<file path="src/rtl/board_draw.sv">
// Scans a snapshot of the 8x8 reversi board into the VGA pixel-write port, one pixel per clock.
// Optional grid lines: define BOARD_DRAW_GRID_EN to draw px=0/py=0 pixels in black.
module board_draw #(
    parameter int CELL_PX = 14,
    parameter int X0      = 24,
    parameter int Y0      = 4
) (
    input  logic         clk,
    input  logic         resetn,
    input  logic         start,
    input  logic [127:0] board,
    output logic [7:0]   vga_x,
    output logic [6:0]   vga_y,
    output logic [2:0]   colour,
    output logic         plot,
    output logic         busy,
    output logic         done
);

    typedef enum logic [1:0] {IDLE, DRAW, DONE} state_t;

    localparam logic [3:0] PX_LAST = 4'(CELL_PX - 1);

    state_t       state;
    logic [127:0] snap;
    logic [2:0]   cx, cy;
    logic [3:0]   px, py;

    logic [1:0]   code;
    logic [2:0]   pix_colour;
    logic         grid_px;
    logic         last_pixel;

    always_comb begin
        code = snap[{cy, cx, 1'b0} +: 2];
        case (code)
            2'b00:   pix_colour = 3'b010;
            2'b01:   pix_colour = 3'b110;
            2'b10:   pix_colour = 3'b111;
            default: pix_colour = 3'b000;
        endcase
`ifdef BOARD_DRAW_GRID_EN
        grid_px = (px == 4'd0) || (py == 4'd0);
`else
        grid_px = 1'b0;
`endif
        if (grid_px)
            pix_colour = 3'b000;
        last_pixel = (cx == 3'd7) && (cy == 3'd7) && (px == PX_LAST) && (py == PX_LAST);
    end

    // NOTE: all state here, including the 128-bit snapshot, uses non-blocking
    // assignments and is cleared by the async reset so restarts are deterministic.
    always_ff @(posedge clk or negedge resetn) begin
        if (!resetn) begin
            state  <= IDLE;
            snap   <= '0;
            cx     <= '0;
            cy     <= '0;
            px     <= '0;
            py     <= '0;
            vga_x  <= '0;
            vga_y  <= '0;
            colour <= '0;
            plot   <= 1'b0;
            busy   <= 1'b0;
            done   <= 1'b0;
        end else begin
            plot <= 1'b0;
            busy <= 1'b0;
            done <= 1'b0;
            case (state)
                IDLE: begin
                    if (start) begin
                        snap  <= board;
                        cx    <= '0;
                        cy    <= '0;
                        px    <= '0;
                        py    <= '0;
                        state <= DRAW;
                    end
                end
                DRAW: begin
                    // Address is formed at full integer width and truncated to the port.
                    vga_x  <= 8'(X0 + int'(cx) * CELL_PX + int'(px));
                    vga_y  <= 7'(Y0 + int'(cy) * CELL_PX + int'(py));
                    colour <= pix_colour;
                    plot   <= 1'b1;
                    busy   <= 1'b1;
                    if (px == PX_LAST) begin
                        px <= '0;
                        if (py == PX_LAST) begin
                            py <= '0;
                            cx <= cx + 3'd1;
                            if (cx == 3'd7)
                                cy <= cy + 3'd1;
                        end else begin
                            py <= py + 4'd1;
                        end
                    end else begin
                        px <= px + 4'd1;
                    end
                    if (last_pixel)
                        state <= DONE;
                end
                DONE: begin
                    done  <= 1'b1;
                    state <= IDLE;
                end
                default: state <= IDLE;
            endcase
        end
    end

endmodule

</file>
<file path="config.mk">
export PLATFORM = sky130hd
export DESIGN_NAME = board_draw
export DESIGN_NICKNAME = d
export VERILOG_FILES = /design/src/rtl/board_draw.sv
export SDC_FILE = /design/constraint.sdc
export NUM_CORES = 1
export LEC_CHECK = 0
export ABC_AREA = 1
export BUFFER_PORTS_ARGS = -buffer_cell sky130_fd_sc_hd__buf_2
export CAP_MARGIN = 20
export CORE_UTILIZATION = 43
export CTS_CLUSTER_DIAMETER = 150
export DETAILED_ROUTE_END_ITERATION = 10
export PLACE_DENSITY = 0.75
export REMOVE_ABC_BUFFERS = 1
export SYNTH_ARGS = -nofsm -noshare
export SYNTH_HDL_FRONTEND = slang
export SYNTH_SLANG_ARGS = --single-unit
</file>
<file path="constraint.sdc">
create_clock -name clk -period 4.3 [get_ports clk]
set_input_delay 0.86 -clock clk [delete_from_list [all_inputs] [get_ports clk]]
set_output_delay 0.86 -clock clk [all_outputs]
set_load 0.03 [all_outputs]
</file>
# Word-level counts from Yosys, hierarchy flattened
# Cells that the tools add are included.
# op_classes
n_addsub	8
n_mul	2
n_eq_ne	13
n_shift	1
mux	20
reduce_logical	12
# op_table
op	count
variable part select 128 x 8 -> 2 bit	1
2-to-1 mux 3 bit	6
2-to-1 mux 4 bit	4
case mux 4 bit (2 select lines)	2
multiplier 3 x 3 -> 6 bit (second input constant)	2
case mux 3 bit (2 select lines)	2
inequality test 2 bit (second input constant)	5
case mux 3 bit (3 select lines)	1
adder 4 x 1 -> 4 bit (second input constant)	2
adder 5 x 7 -> 8 bit (first input constant)	1
adder 8 x 4 -> 8 bit	1
== test 4 bit (second input constant)	2
adder 3 x 7 -> 7 bit (first input constant)	1
adder 7 x 4 -> 7 bit	1
adder 3 x 1 -> 3 bit (second input constant)	2
== test 3 bit (second input constant)	2
AND reduction 2 bit	3
AND reduction 5 bit	1
== test 2 x 1 -> 1 bit (second input constant)	2
== test 2 bit (second input constant)	2
zero test 2 bit	2
2-to-1 mux 2 bit	2
case mux 2 bit (2 select lines)	1
AND reduction 4 bit	1
other kinds (4)	7
# totals
reg_bits	164
input_bits	131
output_inout_bits	21
elab_cells	67

# Logic depth before layout (Yosys ltp)
# Gate-level depths: netlist (run 1).
# depth
word_depth	6
ltp_mapped	15
ltp_nobuf	13

# Worst setup path before layout (run 1)
# Ideal clock, no wire load.
# synth_timing
path_kind	register -> register
from	register cx[0]
to	register vga_x[6]
setup_ps	133
arrival_ps	2421
required_ps	4167
slack_ps	1746
stages_incl_launch_ff	10
period_less_slack_ps	2554
path_cell_list	dfrtp_1 fa_1 ha_1 inv_1 ha_1 fa_1 nor2_1 o21ai_0 o21ai_0 o211ai_1
# synth_between
elab_chain_len	3
# synth_rtl
item	line_no	rtl
start: declaration	26	logic [2:0] cx, cy;
start signal: assignment	94	cx <= cx + 3'd1;
multiplier 3 x 3 -> 6 bit	85	vga_x <= 8'(X0 + int'(cx) * CELL_PX + int'(px));
adder 5 x 7 -> 8 bit	85	
adder 8 x 4 -> 8 bit	85	
end signal: assignment	85	
end: declaration	12	output logic [7:0] vga_x,
# Every way passes these cells.
# A chain may end at the register's enable or synchronous reset.

# Worst setup path in the final report (run 1)
# Ends and elaborated chain as after synthesis.

==> results.py, run 1 <==
metrics = {
    "global_route": {
        "grt_max_degree": 100,
        "grt_pass1_vias": 6036,
        "gr-total-overflow": 0,
        "grtUsageTotal_pct": 20.0,
        "grt_first_pass_wirelength_um": 30600,
        "antenna_found_initial": 3,
    },
    "floorplanning": {
        "num_rows": 50,
        "die-area_um2": 19800,
        "pin_count": 152,
        "dieWidth_um": 141,
        "core_um2": 18800,
        "start_util_pct": 44.1,
        "die_y_um": 141,
    },
    "layout": {
        "postLayoutCoreUtil_pct": 52.2,
        "postLayoutCellArea_um2": 9790,
        "fin_nets": 1110,
        "drive_gt1_share_pct": 35.0,
        "syn_to_final_growth_pct": 18.2,
        "stdcell_count": 1187,
    },
    "logic_synthesis": {
        "seq_area_frac_synth_pct": 49.5,
        "netlist.area_leader.share_pct": 49.5,
        "ys_async_sr_fraction_pct": 100,
        "synth_edf_count": 0,
        "synthFlopType": "dfrtp_1",
        "syn_avg_cell_area_um2": 10.3,
        "synth.distinct_cells": 34,
        "yosys_warnings": 0,
        "ys_top_cells_by_count": "210 x nand2_1, 164 x dfrtp_1, 128 x mux2_2",
        "syn_area_um2": 8280,
        "ys_seq_elements": 164,
        "yosys-top-cells-area": "dfrtp_1 50%, mux2_2 17%, nand2_1 9.5%",
        "synthMostInstantiatedCell": "nand2_1",
        "synth_top_cell_by_area": "dfrtp_1",
        "synthCells": 804,
    },
    "placement": {
        "post-place-cells": 1154,
        "io_buffers": 151,
        "dp_hpwl_um": 12800,
        "placed_cell_area_um2": 9190,
        "place.gp.congestion": 0.800,
        "dpl_worst_slack_ps": 1230,
    },
    "timing": {
        "tightest_slew_ps": 916,
        "setup_viol": 0,
        "final-hold-violation-count": 0,
        "maxSlewHeadroom_pct": 38.9,
        "setup-tns-final_ps": 0,
        "setup_ws_ps": 1210,
        "fin_crit_sh_pct": 71.8,
        "finClkSkew_ps": 10.8,
        "finalCriticalPeriod_ps": 3090,
        "max_freq_mhz": 324,
        "slew_viol_final": 0,
        "rsz0062_at_grt": "false",
    },
    "outcome": {
        "outcome": "completed",
    },
    "min_path": {
        "hold_end": "vga_x[1]",
        "min-delay-start": "vga_x[1]",
        "whs_path_depth": 2,
        "hold_path.class": "flop to flop",
    },
    "cts": {
        "cts.clk_slew.worst_paths_ps": 60,
        "htreeDepth": 4,
        "cts_tree": "yes",
        "cts_hold_buf": 0,
        "cts_resized": 0,
        "clock-root-buffer": "clkbuf_16",
        "cts_max_path_buffers": 2,
        "cts_setup_buffers": 0,
        "insertion_delay_ps": 430,
        "cts_made_buffers": 17,
        "clock-sinks": 164,
    },
    "worst_setup_path": {
        "r2r_slack_ps": 1210,
        "start_kind": "flop",
        "ff2ff_path_depth": 12,
        "cp_slowest_cell": "dfrtp_2",
        "path_max_fanout": 32,
        "critPathCaptureType": "flop",
        "path_cells": "inv_2 -> ha_1 -> inv_1 -> ha_1 -> ha_1 -> inv_1 -> fa_1 -> nor2_1 -> o21ai_0 -> o21ai_0 -> nand2_1 -> o211ai_1",
        "worstSetupPathType": "flop to flop",
        "rr_startpoint": "cx[0]",
        "arrival_ps": 3430,
        "crit_top_cell": "ha_1",
        "max_stage_delay_ps": 760,
        "timing.rr.end": "vga_x[6]",
        "cp.required_ps": 4640,
    },
    "detailed_routing": {
        "wl_per_cell_um": 15.8,
        "drt_pass1_iterations": 4,
        "totalWireLength_um": 18800,
        "num_vias": 6078,
        "ant_nets": 0,
        "vias_per_cell": 5.12,
        "drc": 0,
        "drtIter0Drc": 287,
    },
    "power": {
        "ir_drop_mv": 0.245,
        "p_leak_uw": 0.00511,
        "powerDensity_nw_per_um2": 326,
    },
    "flow_run": {
        "max_cap_viol_count": 0,
    },
}
-- report_power, final --
| group | switching, µW | internal, µW |
|---|---|---|
| Clock | 623 | 933 |
| Sequential | 0 | 1540 |
| Combinational | 51.4 | 44.5 |
| Total | 674 | 2520 |
-- layout by cell type, fill, tap and decap left out, types with 4 or more instances in the layout --
| cell type | n |
|---|---|
| o22ai_1 | 4 |
| o21ai_0 | 16 |
| a21oi_1 | 6 |
| buf_2 | 150 |
| buf_4 | 7 |
| clkbuf_16 | 17 |
| xor2_1 | 6 |
| inv_1 | 27 |
| clkinv_4 | 4 |
| inv_2 | 6 |
| nand2_1 | 210 |
| dfrtp_1 | 162 |
| fa_1 | 7 |
| nand3_1 | 118 |
| nor2_1 | 14 |
| mux2_2 | 128 |
| ha_1 | 33 |
-- how the worst max path moves through the flow --
stage / startpoint / end / slack (ps) / cells after the start
final: cx[0] / vga_x[6] / 1210 / 12
after global routing: cx[0] / vga_x[6] / 950 / 12
after CTS: cx[0] / vga_x[6] / 1190 / 12
after detailed placement: cx[0] / vga_x[6] / 1230 / 12
after global placement: cx[0] / vga_x[6] / 1240 / 12
after floorplan: cx[0] / vga_x[6] / 300 / 11
-- state kept, by name, summed over array words and instances (netlist names) --
name / count
state: 2
colour: 3
vga_x: 8
snap: 128
cy: 3
done: 1
busy: 1
py: 4
cx: 3
px: 4
vga_y: 7
-- metrics by stage --
stage               hold slack, ps  power [µW]
global placement               455        1670
global route                   490        3300
CTS                            474        3240
floorplan                      444        1570
detailed placement             458        1670
finish                         467        3190
-- cell type report --
class | count | area [µm²]
clock inverter | 11 | 151
timing repair buffer | 160 | 855
antenna | 1 | 2.50
inverter | 35 | 131
fill | 1701 | 8980
multi-input combinational | 561 | 3800
sequential | 164 | 4110
tap | 234 | 293
clock buffer | 21 | 450
-- critical path, delay by kind of cell, from the launching register on --
| kind | cells | cell delay, ps |
|---|---|---|
| and+or+nand+nor | 2 | 220 |
| AOI/OAI and AO/OA | 3 | 260 |
| DFF | 1 | 760 |
| buffers and inverters | 3 | 520 |
| adders and majority gates | 4 | 1250 |
-- logic make-up (layout without fill, tap and decap cells) --
kind of cell / Yosys count / count (layout) / share of synthesized area (%)
buf+inv: 79 / 227 / 4.67
compound gates: 33 / 33 / 2.36
other cells: 0 / 1 / 0
flops: 164 / 164 / 49.5
simple gates: 352 / 352 / 18.5
fa+ha+maj: 40 / 40 / 6.68
mux: 128 / 128 / 17.4
xor+xnor: 8 / 8 / 0.846
-- routing by layer --
| metal | GRT usage, % | vias to the layer above | share of wire [%] |
|---|---|---|---|
| met5 | 0 | - | 0.069 |
| met4 | 5.26 | 2 | 0.38 |
| met3 | 5.26 | 6 | 5.8 |
| met2 | 33.0 | 149 | 48 |
| met1 | 26.1 | 2953 | 45 |
| li1 | - | 2968 | - |
(Power assumes the default switching activity.)
==> inputs of run 2 (changes only) <==
ABC_AREA = 0   (was 1)
clock period = 2.85 ns   (was 4.3 ns; I/O delays follow)
==> run 2 against run 1 <==
  * The flow now finishes with violations (DRC)
  * Total power rose by 61%
  * Core utilization rose by 1.3 points
  * Fmax grew 15%
  * Global-route usage decreased by 1.1 points
  * Area after synthesis shrank 2.2%
  * Clock power grew 51%
  * Wire length fell by 10%
  * Synthesized cell count is 26% lower
  * Count of clock-buffer cells in the layout down 4
  * Critical path depth decreased by 2
  * Via count is 15% lower
  * Critical path type unchanged
  * Critical endpoint unchanged
  * Largest power group is now registers
==> results.py, run 2 <==
metrics = {
    "timing": {
        "tightest_slew_ps": 691,
        "setup_viol": 0,
        "maxSlewHeadroom_pct": 53.9,
        "fin_crit_sh_pct": 93.9,
        "finClkSkew_ps": 7.19,
        "rsz0062_at_grt": "false",
        "slew_viol_final": 0,
        "max_freq_mhz": 374,
        "final-hold-violation-count": 0,
        "finalCriticalPeriod_ps": 2680,
    },
    "worst_setup_path": {
        "timing.rr.end": "vga_x[6]",
        "critPathCaptureType": "flop",
        "worstSetupPathType": "flop to flop",
        "arrival_ps": 2980,
        "ff2ff_path_depth": 10,
        "start_kind": "flop",
        "r2r_slack_ps": 170,
        "cp.required_ps": 3150,
        "rr_startpoint": "cx[0]",
        "path_max_fanout": 2,
    },
    "global_route": {
        "antenna_found_initial": 0,
        "grtUsageTotal_pct": 18.9,
        "grt_max_degree": 130,
        "grt_first_pass_wirelength_um": 28200,
        "gr-total-overflow": 0,
        "grt_pass1_vias": 5432,
    },
    "placement": {
        "dp_hpwl_um": 12000,
        "placed_cell_area_um2": 9120,
        "place.gp.congestion": 0.775,
        "io_buffers": 151,
    },
    "floorplanning": {
        "core_um2": 18200,
        "die_y_um": 139,
        "num_rows": 49,
        "dieWidth_um": 139,
        "start_util_pct": 44.5,
        "pin_count": 152,
        "die-area_um2": 19400,
    },
    "logic_synthesis": {
        "synth_edf_count": 0,
        "synthMostInstantiatedCell": "dfrtp_1",
        "ys_seq_elements": 164,
        "ys_async_sr_fraction_pct": 100,
        "seq_area_frac_synth_pct": 50.7,
        "yosys-top-cells-area": "dfrtp_1 51%, mux2_2 18%, mux4_2 5.6%",
        "synthFlopType": "dfrtp_1",
        "synth.distinct_cells": 46,
        "syn_area_um2": 8100,
        "syn_avg_cell_area_um2": 13.7,
        "ys_top_cells_by_count": "164 x dfrtp_1, 131 x mux2_2, 67 x nand2_1",
        "synthCells": 593,
        "synth_top_cell_by_area": "dfrtp_1",
        "yosys_warnings": 0,
        "netlist.area_leader.share_pct": 50.7,
    },
    "layout": {
        "regMostFlops": "snap",
        "postLayoutCoreUtil_pct": 53.5,
        "fin_nets": 921,
        "largest_reg_flops": 128,
        "syn_to_final_growth_pct": 20.2,
        "reg_top3": "snap (128), vga_x (8), vga_y (7)",
        "drive_gt1_share_pct": 46.8,
        "postLayoutCellArea_um2": 9730,
        "layout_common_cells": "163 x dfrtp_1, 150 x buf_2, 131 x mux2_2",
        "final_common_cell": "dfrtp_1",
        "diodes": 0,
    },
    "cts": {
        "clock-sinks": 164,
        "cts_hold_buf": 0,
        "cts_max_path_buffers": 2,
        "cts_tree": "yes",
        "insertion_delay_ps": 430,
        "cts_made_buffers": 17,
        "cts_resized": 0,
        "cts_setup_buffers": 0,
        "clock-root-buffer": "clkbuf_16",
        "htreeDepth": 4,
        "cts.clk_slew.worst_paths_ps": 70,
    },
    "detailed_routing": {
        "wl_per_cell_um": 17.0,
        "vias_per_cell": 5.20,
        "num_vias": 5156,
        "drc": 6,
        "totalWireLength_um": 16800,
        "ant_nets": 0,
        "drtIter0Drc": 253,
        "drt_pass1_iterations": 7,
    },
    "power": {
        "p_leak_uw": 0.00469,
        "power_uw": 5130,
        "powerDensity_nw_per_um2": 527,
        "ir_drop_mv": 0.431,
    },
    "min_path": {
        "hold_path.class": "primary input to async pin",
    },
    "flow_run": {
        "max_cap_viol_count": 0,
    },
    "outcome": {
        "outcome": "complete, but fails checks",
        "violations": "DRC",
    },
}
==> run 2: cell types whose count changed in the layout (fill, tap and decap cells not counted), moves of 6 or more <==
cell,change
mux2i_1,+6
mux4_2,+20
nand2_1,-143
mux4_1,+12
inv_1,-6
nand3_1,-107
==> run 2: through the flow <==
step                      hold slack [ps]  setup TNS (ps)  worst slack (ps)  std cells
after CTS                             126               0               117        992
after global placement                453               0               199        960
after floorplan                       274        -1050210             -8110        564
after global routing                  150               0              8.37        992
after detailed placement              458               0               136        960
final                                 115               0               174        992
==> run 2: area by class of cell <==
type                       instances  area (µm²)
fill                            1511        8480
clock inverter                    15         178
sequential                       164        4110
inverter                          25        93.8
tap                              229         287
clock buffer                      17         425
multi-input combinational        375        3720
timing repair buffer             167         923
==> run 2: power breakdown <==
part	internal, µW	switching (µW)	leakage (µW)
logic	180	124	0.00235
registers	2420	48.9	0.00204
clock network	1380	973	0.000294
total	3990	1150	0.00469
==> run 2: worst max path at each step <==
stage	startpoint	end	cells past startpoint
2_1_floorplan	start	snap[0]	2
6_report	cx[0]	vga_x[6]	10
4_1_cts	cx[1]	vga_x[6]	10
5_1_grt	cx[0]	colour[1]	9
3_3_place_gp	cx[1]	vga_x[6]	10
3_5_place_dp	cx[1]	vga_x[6]	10
==> run 2: critical path, stage by stage, from the launching register on <==
cell,delay [ps]
dfrtp_2,410
fa_1,500
ha_1,290
inv_1,40
ha_1,310
fa_1,470
inv_1,70
a21oi_1,60
o221ai_1,180
xnor2_1,140
o21ai_0,80
==> run 2: logic make-up (layout without fill, tap and decap cells) <==
logic type,after synthesis,in the layout,synth area share [%]
fa+ha+maj,40,40,6.83
xor+xnor,10,10,1.08
flops,164,164,50.7
buf+inv,54,224,3.49
simple gates,104,104,5.47
mux,169,169,28.4
compound gates,52,52,4.05
==> run 2: per-layer routing <==
layer	vias up	wire [µm]	GRT usage, %
li1	2448	-	-
met1	2573	7720	25.4
met2	120	8230	30.4
met3	15	739	4.99
met4	0	137	4.91
met5	-	0	0
